===== config.mk =====
export PLATFORM = sky130hd
export DESIGN_NAME = fpga_cfg_loader_flat
export DESIGN_NICKNAME = d
export VERILOG_FILES = /design/src/rtl/fpga_cfg_pkg.sv /design/src/rtl/fpga_cfg_loader_if.sv /design/src/rtl/fpga_cfg_shadow.sv /design/src/rtl/fpga_cfg_loader.sv /design/src/flat_wrapper.sv
export SDC_FILE = /design/constraint.sdc
export NUM_CORES = 1
export LEC_CHECK = 0
export CORE_ASPECT_RATIO = 0.7
export CORE_UTILIZATION = 49
export DETAILED_ROUTE_END_ITERATION = 8
export GPL_TIMING_DRIVEN = 1
export PLACE_DENSITY = 0.75
export SETUP_SLACK_MARGIN = 0.3
export SYNTH_ARGS = -nofsm -noshare
export SYNTH_HDL_FRONTEND = slang
export SYNTH_HIERARCHICAL = 1
export SYNTH_SLANG_ARGS = --single-unit

===== constraint.sdc =====
create_clock -name clock -period 2.1 [get_ports clock]
set_input_delay 0.315 -clock clock [delete_from_list [all_inputs] [get_ports clock]]
set_output_delay 0.315 -clock clock [all_outputs]
set_load 0.03 [all_outputs]

===== src/rtl/fpga_cfg_pkg.sv =====
// Shared constants, loader state encoding and LUT payload layout for the fabric configuration loader.
// Optional feature macro used across the slice: CFG_CRC_EN (trailing XOR checksum word).
package fpga_cfg_pkg;

    localparam int unsigned NUM_LUT    = 8;
    localparam int unsigned NUM_SB     = 7;
    localparam int unsigned WORD_W     = 32;
    localparam int unsigned CFG_WORD_W = WORD_W;
    localparam int unsigned LUT_CFG_W  = 33;
    localparam int unsigned SB_CFG_W   = 32;

    // Image word positions
    localparam int unsigned LUT_BASE  = 0;
    localparam int unsigned SB_BASE   = 8;
    localparam int unsigned FLAG_IDX  = 15;
    localparam int unsigned CRC_IDX   = 16;
    localparam int unsigned IMG_WORDS = NUM_LUT + NUM_SB + 1;

    localparam int unsigned CNT_W = $clog2(IMG_WORDS + 1);
    localparam int unsigned IDX_W = $clog2(IMG_WORDS);

    typedef enum logic [1:0] {
        ST_IDLE   = 2'd0,
        ST_LOAD   = 2'd1,
        ST_CHECK  = 2'd2,
        ST_COMMIT = 2'd3
    } cfg_state_e;

    typedef struct packed {
        logic                  flop_sel;
        logic [CFG_WORD_W-1:0] bits;
    } lut_cfg_t;

endpackage


===== src/rtl/fpga_cfg_loader_if.sv =====
// Configuration word stream: start pulse plus valid/ready data channel from host to loader.
interface fpga_cfg_loader_if;
    import fpga_cfg_pkg::*;

    logic                  cfg_start;
    logic                  cfg_valid;
    logic                  cfg_ready;
    logic [CFG_WORD_W-1:0] cfg_data;

    modport master (
        output cfg_start,
        output cfg_valid,
        output cfg_data,
        input  cfg_ready
    );

    modport slave (
        input  cfg_start,
        input  cfg_valid,
        input  cfg_data,
        output cfg_ready
    );

endinterface


===== src/rtl/fpga_cfg_shadow.sv =====
// Shadow register file for one configuration image, unpacked in parallel onto the LUT and switch-box buses.
module fpga_cfg_shadow
    import fpga_cfg_pkg::*;
(
    input  logic                          clock,
    input  logic                          reset_n,
    input  logic                          we_i,
    input  logic [IDX_W-1:0]              idx_i,
    input  logic [CFG_WORD_W-1:0]         data_i,
    output logic [NUM_LUT*LUT_CFG_W-1:0]  lut_o,
    output logic [NUM_SB*SB_CFG_W-1:0]    sb_o
);

    // Only the flop-select bits of the flag word are meaningful, so only those are kept
    logic [CFG_WORD_W-1:0] word_q [FLAG_IDX];
    logic [NUM_LUT-1:0]    flag_q;

    always_ff @(posedge clock or negedge reset_n) begin
        if (!reset_n) begin
            for (int w = 0; w < int'(FLAG_IDX); w++) begin
                word_q[w] <= '0;
            end
            flag_q <= '0;
        end else if (we_i) begin
            for (int w = 0; w < int'(FLAG_IDX); w++) begin
                if (idx_i == IDX_W'(w)) begin
                    word_q[w] <= data_i;
                end
            end
            if (idx_i == IDX_W'(FLAG_IDX)) begin
                flag_q <= data_i[CFG_WORD_W-1 -: NUM_LUT];
            end
        end
    end

    // LUT i takes its flop select from flag bit 31-i
    for (genvar i = 0; i < int'(NUM_LUT); i++) begin : g_lut
        lut_cfg_t ent;
        assign ent.flop_sel = flag_q[NUM_LUT-1-i];
        assign ent.bits     = word_q[LUT_BASE+i];
        assign lut_o[i*LUT_CFG_W +: LUT_CFG_W] = ent;
    end

    for (genvar j = 0; j < int'(NUM_SB); j++) begin : g_sb
        assign sb_o[j*SB_CFG_W +: SB_CFG_W] = word_q[SB_BASE+j];
    end

endmodule


===== src/rtl/fpga_cfg_loader.sv =====
// Fabric configuration loader: streams an image into a shadow file and commits it atomically.
// Build option CFG_CRC_EN adds a trailing XOR checksum word, a CHECK state and a sticky cfg_err.
module fpga_cfg_loader
    import fpga_cfg_pkg::*;
(
    input  logic                          clock,
    input  logic                          reset_n,
    fpga_cfg_loader_if.slave              cfg_if,
    output logic [NUM_LUT*LUT_CFG_W-1:0]  lut_cfg,
    output logic [NUM_SB*SB_CFG_W-1:0]    sb_cfg,
    output logic                          cfg_busy,
    output logic                          cfg_done,
    output logic                          cfg_err
);

    cfg_state_e                   state_q, state_d;
    logic [CNT_W-1:0]             cnt_q, cnt_d;
    logic                         ready_q, busy_q, done_q;
    logic [NUM_LUT*LUT_CFG_W-1:0] lut_q;
    logic [NUM_SB*SB_CFG_W-1:0]   sb_q;
    logic                         wr_c, commit_c;
    logic [NUM_LUT*LUT_CFG_W-1:0] shadow_lut_c;
    logic [NUM_SB*SB_CFG_W-1:0]   shadow_sb_c;
`ifdef CFG_CRC_EN
    logic [CFG_WORD_W-1:0]        xor_q, xor_d;
    logic                         err_q, err_set_c, err_clr_c;
`endif

    fpga_cfg_shadow u_shadow (
        .clock   (clock),
        .reset_n (reset_n),
        .we_i    (wr_c),
        .idx_i   (IDX_W'(cnt_q)),
        .data_i  (cfg_if.cfg_data),
        .lut_o   (shadow_lut_c),
        .sb_o    (shadow_sb_c)
    );

    // Next-state, counter and checksum; a start pulse outranks any accept in the same cycle
    always_comb begin
        state_d  = state_q;
        cnt_d    = cnt_q;
        wr_c     = 1'b0;
        commit_c = 1'b0;
`ifdef CFG_CRC_EN
        xor_d     = xor_q;
        err_set_c = 1'b0;
        err_clr_c = 1'b0;
`endif
        case (state_q)
            ST_IDLE: begin
                if (cfg_if.cfg_start) begin
                    state_d = ST_LOAD;
                    cnt_d   = '0;
`ifdef CFG_CRC_EN
                    xor_d     = '0;
                    err_clr_c = 1'b1;
`endif
                end
            end
            ST_LOAD: begin
                if (cfg_if.cfg_start) begin
                    cnt_d = '0;
`ifdef CFG_CRC_EN
                    xor_d     = '0;
                    err_clr_c = 1'b1;
`endif
                end else if (cfg_if.cfg_valid) begin
                    wr_c  = 1'b1;
                    cnt_d = cnt_q + CNT_W'(1);
`ifdef CFG_CRC_EN
                    xor_d = xor_q ^ cfg_if.cfg_data;
`endif
                    if (cnt_q == CNT_W'(IMG_WORDS - 1)) begin
`ifdef CFG_CRC_EN
                        state_d = ST_CHECK;
`else
                        state_d = ST_COMMIT;
`endif
                    end
                end
            end
`ifdef CFG_CRC_EN
            // The checksum word is accepted here and compared against the running XOR
            ST_CHECK: begin
                if (cfg_if.cfg_start) begin
                    state_d   = ST_LOAD;
                    cnt_d     = '0;
                    xor_d     = '0;
                    err_clr_c = 1'b1;
                end else if (cfg_if.cfg_valid) begin
                    if (cfg_if.cfg_data == xor_q) begin
                        state_d = ST_COMMIT;
                    end else begin
                        state_d   = ST_IDLE;
                        err_set_c = 1'b1;
                    end
                end
            end
`endif
            ST_COMMIT: begin
                commit_c = 1'b1;
                state_d  = ST_IDLE;
            end
            default: begin
                state_d = ST_IDLE;
            end
        endcase
    end

    always_ff @(posedge clock or negedge reset_n) begin
        if (!reset_n) begin
            state_q <= ST_IDLE;
            cnt_q   <= '0;
            ready_q <= 1'b0;
            busy_q  <= 1'b0;
            done_q  <= 1'b0;
            lut_q   <= '0;
            sb_q    <= '0;
        end else begin
            state_q <= state_d;
            cnt_q   <= cnt_d;
            ready_q <= (state_d == ST_LOAD) || (state_d == ST_CHECK);
            busy_q  <= (state_d != ST_IDLE);
            done_q  <= commit_c;
            if (commit_c) begin
                lut_q <= shadow_lut_c;
                sb_q  <= shadow_sb_c;
            end
        end
    end

`ifdef CFG_CRC_EN
    always_ff @(posedge clock or negedge reset_n) begin
        if (!reset_n) begin
            xor_q <= '0;
            err_q <= 1'b0;
        end else begin
            xor_q <= xor_d;
            if (err_clr_c) begin
                err_q <= 1'b0;
            end else if (err_set_c) begin
                err_q <= 1'b1;
            end
        end
    end

    assign cfg_err = err_q;
`else
    assign cfg_err = 1'b0;
`endif

    assign cfg_if.cfg_ready = ready_q;
    assign lut_cfg          = lut_q;
    assign sb_cfg           = sb_q;
    assign cfg_busy         = busy_q;
    assign cfg_done         = done_q;

endmodule


===== src/flat_wrapper.sv =====
// flat-port wrapper written by rule: the top's interface ports become plain ports
module fpga_cfg_loader_flat import fpga_cfg_pkg::*;
  (clock, reset_n, lut_cfg, sb_cfg, cfg_busy, cfg_done, cfg_err, cfg_if_cfg_start, cfg_if_cfg_valid, cfg_if_cfg_data, cfg_if_cfg_ready);
  fpga_cfg_loader_if cfg_if_i ();
  input  logic clock;
  input  logic reset_n;
  output logic [NUM_LUT*LUT_CFG_W-1:0] lut_cfg;
  output logic [NUM_SB*SB_CFG_W-1:0] sb_cfg;
  output logic cfg_busy;
  output logic cfg_done;
  output logic cfg_err;
  input wire logic [$bits(cfg_if_i.cfg_start)-1:0] cfg_if_cfg_start;
  input wire logic [$bits(cfg_if_i.cfg_valid)-1:0] cfg_if_cfg_valid;
  input wire logic [$bits(cfg_if_i.cfg_data)-1:0] cfg_if_cfg_data;
  output wire logic [$bits(cfg_if_i.cfg_ready)-1:0] cfg_if_cfg_ready;
  assign cfg_if_i.cfg_start = cfg_if_cfg_start;
  assign cfg_if_i.cfg_valid = cfg_if_cfg_valid;
  assign cfg_if_i.cfg_data = cfg_if_cfg_data;
  assign cfg_if_cfg_ready = cfg_if_i.cfg_ready;
  fpga_cfg_loader u_core (.clock(clock), .reset_n(reset_n), .cfg_if(cfg_if_i), .lut_cfg(lut_cfg), .sb_cfg(sb_cfg), .cfg_busy(cfg_busy), .cfg_done(cfg_done), .cfg_err(cfg_err));
endmodule

# == Yosys cells after proc, flatten, opt, wreduce, memory -nomap -nowiden ==
# Cells that the tools add are included.
# classes
muxes,13
n_eq_ne,22
addsub,1
n_reduce_logical,22
# op_table
operator,count
$eq A4 B4 Y1 const B,8
$reduce_and A2 Y1,16
$eq A4 B3 Y1 const B,4
$mux W5,3
$pmux W5 S2,1
$eq A4 B2 Y1 const B,2
$mux W2,4
$add A5 B1 Y5 const B,1
$eq A5 B4 Y1 const B,1
$eq A2 B1 Y1 const B,2
$eq A2 B2 Y1 const B,2
$eq A4 B1 Y1 const B,1
$logic_not A4 Y1,1
$mux W1,4
$pmux W2 S2,1
$reduce_bool A2 Y1,2
$ne A3 B3 Y1 const B,1
$reduce_and A3 Y1,1
$logic_not A2 Y1,1
$ne A2 B2 Y1 const B,1
$logic_or A1 B1 Y1,1
# totals
in_bits,36
reg_bits,986
out_inout_bits,492

# == Longest topological paths before layout ==
# logic_depth
ltp_word,7
mapped_depth,8

# == Modules after synthesis ==
# Netlist, hierarchy kept.
# modules_own_cells
mod,cells_per_inst,instances,area_per_inst_um2,seq_area_each_um2
fpga_cfg_loader,1077,1,19507.5,12462.0
fpga_cfg_shadow,1083,1,18201.2,12211.7

# == Least setup slack after synthesis ==
# OpenSTA, ideal clock, no wires.
# synth_path
path_type,register to register
startpoint,reg u_core.state_q[1]
endpoint,reg u_core.u_shadow.word_q (netlist bit u_core/u_shadow/lut_o[100])
required_time_ns,1.975
path_stages_with_launch,9
n_path_buf,3
period_less_slack_ns,2.292
t_arrival_ns,2.167
setup_slack_ns,-0.192
setup_ns,0.125
cell_sequence,dfrtp_1 clkbuf_1 or3_1 inv_1 nor3b_2 and3_1 clkbuf_1 buf_2 mux2_2
# synth_between
elab_chain_len,3
# synth_lines
item,line,text
from (decl),fpga_cfg_loader.sv:16,"cfg_state_e state_q, state_d;"
from (signal assigned),fpga_cfg_loader.sv:121,state_q <= state_d;
$eq A2 B1 Y1,fpga_cfg_loader.sv:50,case (state_q)
$mux W1,fpga_cfg_loader.sv:50,
via u_core.wr_c,fpga_cfg_loader.sv:21,"logic wr_c, commit_c;"
$reduce_and A2 Y1 (no line),n/a,
"to (signal, indexed assignment)",fpga_cfg_shadow.sv:27,word_q[w] <= data_i;
to (decl),fpga_cfg_shadow.sv:15,logic [CFG_WORD_W-1:0] word_q [FLAG_IDX];
# The timed path passes the listed nets, and every way through them passes these cells.
# A chain may end at the register's enable or synchronous reset.

# == Final worst setup path ==
# layout_path
startpoint,reg u_core.state_q[1]
endpoint,reg u_core.u_shadow.word_q (netlist bit u_core/u_shadow/lut_o[238])
# Same word-level chain as after synthesis.

==> metrics.csv <==
metric;value;unit
final WL;105000;microns
initial detailed-routing violation count;1072;
Combinational Power Share;4.6;%
clock power share;45.1;%
Distinct cells, synth;34;
Root Buffer;clkbuf_16;
GRT Util Overall;24.8;%
Layout Utilization;66.8;%
proportion of layout cells with a drive suffix above 1;47.6;%
total grt overflow;0;
fmax;470;MHz
final setup violation count;12;
vias after detailed routing;21200;
post-DP HPWL;63200;microns
max cap viols;0;
status;finished, violations left;
Post-synth EDFFs;0;
Core Region;75600;sq um
CP arrival;2.65;ns
CP required;2.62;ns
crit path max-delay cell type;or3_4;
largest net degree at the start of global routing;91;
Relative slew margins;64.2;%
compound-cell area share of the yosys netlist;0.182;%
Avg WL per Cell;27.2;microns
Cell Int Power;31.4;mW
DRC Markers;0;
mux cell area share after synthesis;31.2;%
post-synthesis async set-or-reset flop share;100;%
clock sink count;986;
clock-pin slew on the worst setup and hold paths;0.06;ns
Critical Path End Type;register;
CTS tree;done;
port bufs;526;
first-pass GRT wire length;145000;microns
Chip Height;234;microns
Final Max Tran Viols;0;
Main synth FF type;dfrtp_1;
Net Switching;8.76;mW
post-route cell area;50500;sq um
P_leak;27.0;nW
Post-DP Area;44900;sq um
Seq/Total Area, Yosys;65.4;%
Core Rows;84;
kind of critical path;register to register;
RSZ-0062 raised after global routing;yes;
adder-cell area share of the yosys netlist;0.0995;%
vias in the first global route;22400;
residual antenna-violating net count after detailed routing;0;
commonest non-fill, non-tap cell in the layout;dfrtp_1;
die area;78100;sq um
cell-by-cell listing of the critical path;or3_4 > inv_4 > nand3b_1 > buf_6 > nor2_4 > buf_6 > clkbuf_16 > mux2_2;
Yosys reg bits;986;
post-route setup slack;-0.0254;ns
routed vias/inst;5.46;
clock buffer depth;3;
Fin. Hold Viols;0;
hold slack;0.182;ns
Startpoint Class;register;
PwrDens;796;nW/um^2
final period demand of the worst path;2.13;ns
most frequent cells in the layout;dfrtp_1 (986), mux2_2 (557), mux2_4 (418);
worst min path class;input port to asynchronous set/reset pin;
mean post-synth cell area;17.5;sq um
worst skew pair latency;0.66;ns
failing checks;setup timing;
fin nets;2852;
slew at the pin with the worst max-slew slack;0.537;ns
Bufs and invs on worst path;4;
P&R area growth vs syn;33.9;%
crit-path max cell delay;0.42;ns
H-tree depth;3;
Synth Area in Simple Gates;0.541;%
XOR/XNOR share of the synthesized area;0;%
cell count after synthesis;2160;
worst clock skew;0.0234;ns
Switching Share;21.8;%
starting density of the core;49.9;%
initial antenna violation count;4;
Die X;334;microns
largest family of logic cells by synthesized area;multiplexers;
CP max FO;8;
most used cell, CP;buf_6;
number of detailed-route iterations in the first pass;5;
GPL Wtd Cong;0.805;
number of CTS-inserted buffers;92;
Tcrit/Tclk final;101;%
TNS Setup;-0.134;ns
sequential share of power;50.3;%
I/O Pins;528;
worst vdd ir;561;uV
synthesized area;37700;sq um
synthesized net count;2199;
Worst path top cell family by delay;simple AND/OR/NAND/NOR gates;
synth warn;6;
logic make-up after synthesis:
logic type,Yosys count
other,1
buffers and inverters,144
adders and majority gates,3
DFF,986
AOI/OAI and AO/OA,11
and+or+nand+nor,38
muxes,977
layer usage:
metal / part of all wire [%] / global-route usage [%]
met1: 45 / 34.5
met2: 48 / 40.5
met3: 5.0 / 4.60
met4: 2.0 / 6.25
met5: 0.029 / 0
Yosys cell counts, drive strengths merged, types with 2 or more instances:
cell type,number,area (sq um)
dfrtp,986,24700
nand2b,4,25.0
buf,101,803
inv,4,15.0
nand2,6,22.5
and2,2,12.5
and3,2,12.5
mux2,976,11700
o21ai,5,25.0
nand3,3,15.0
or3,4,25.0
clkbuf,39,148
nand3b,3,22.5
ha,3,37.5
nor2,11,41.3
worst paths after layout:
kind | startpoint | end | slack (ns) | depth (start not counted)
min in group clock | cfg_if_cfg_valid | u_core/cnt_q[2]$_DFFE_PN0P_ | 0.42 | 4
min | reset_n | u_core/u_shadow/lut_o[68]$_DFFE_PN0P_ | 0.18 | 2
max in group asynchronous | reset_n | u_core/sb_cfg[220]$_DFFE_PN0P_ | 0.91 | 4
min reg2reg | u_core/u_shadow/lut_o[79]$_DFFE_PN0P_ | u_core/lut_cfg[79]$_DFFE_PN0P_ | 0.50 | 1
max reg2reg | u_core/state_q[1]$_DFF_PN0_ | u_core/u_shadow/lut_o[238]$_DFFE_PN0P_ | -0.03 | 8
max | u_core/state_q[1]$_DFF_PN0_ | u_core/u_shadow/lut_o[238]$_DFFE_PN0P_ | -0.03 | 8
sequential cells by signal, summed over array words and instances (netlist names):
register / cells
u_core/lut_cfg: 264
u_core/u_shadow/lut_o: 256
u_core/sb_cfg: 224
u_core/u_shadow/sb_o: 224
u_core/u_shadow/flag_q: 8
u_core/cnt_q: 5
u_core/state_q: 2
u_core/cfg_busy: 1
u_core/cfg_done: 1
u_core/cfg_if.cfg_ready: 1
worst register-to-register path: cells and delay by family, from the launching register on:
family                 cells  cell delay [ns]
DFF                        1             0.40
buffers and inverters      4             0.62
muxes                      1             0.36
and+or+nand+nor            3             0.64
through the flow:
stage	total power [mW]	setup WS (ns)	instances
detailed placement	22.3	-0.466	3655
global placement	22.2	-0.475	3655
floorplan	21.2	-0.0168	2160
global route	41.4	-0.0900	3879
finish	40.2	-0.0254	3879
CTS	40.3	-0.0111	3835
final cells by class:
cell class / instances / area (sq um)
tap: 989 / 1240
fill: 4955 / 25100
clock buffer: 123 / 2610
multi-input combinational: 1030 / 13000
timing repair buffer: 699 / 8230
antenna: 1 / 2.50
sequential: 986 / 24700
clock inverter: 47 / 701
inverter: 4 / 17.5
what timing repair did:
item / in CTS / in global routing
endpoints found under the hold margin: 43 / 0
buffers inserted: 3 / 11
resized for setup: 521 / 343
cloned: 6 / 32
pin swaps: 1 / 1
hold buffers: 1 / 0
setup endpoints to repair: 1000 / 1213
power groups by stage:
stage,Sequential [mW],Clock (mW),Combinational (mW)
5_1_grt,20.3,19.1,2.01
6_report,20.2,18.1,1.86
2_1_floorplan,20.3,0,0.863
4_1_cts,20.2,18.3,1.81
3_3_place_gp,20.5,0,1.69
3_5_place_dp,20.5,0,1.77
Note: power is estimated with default switching activity, not from simulation.
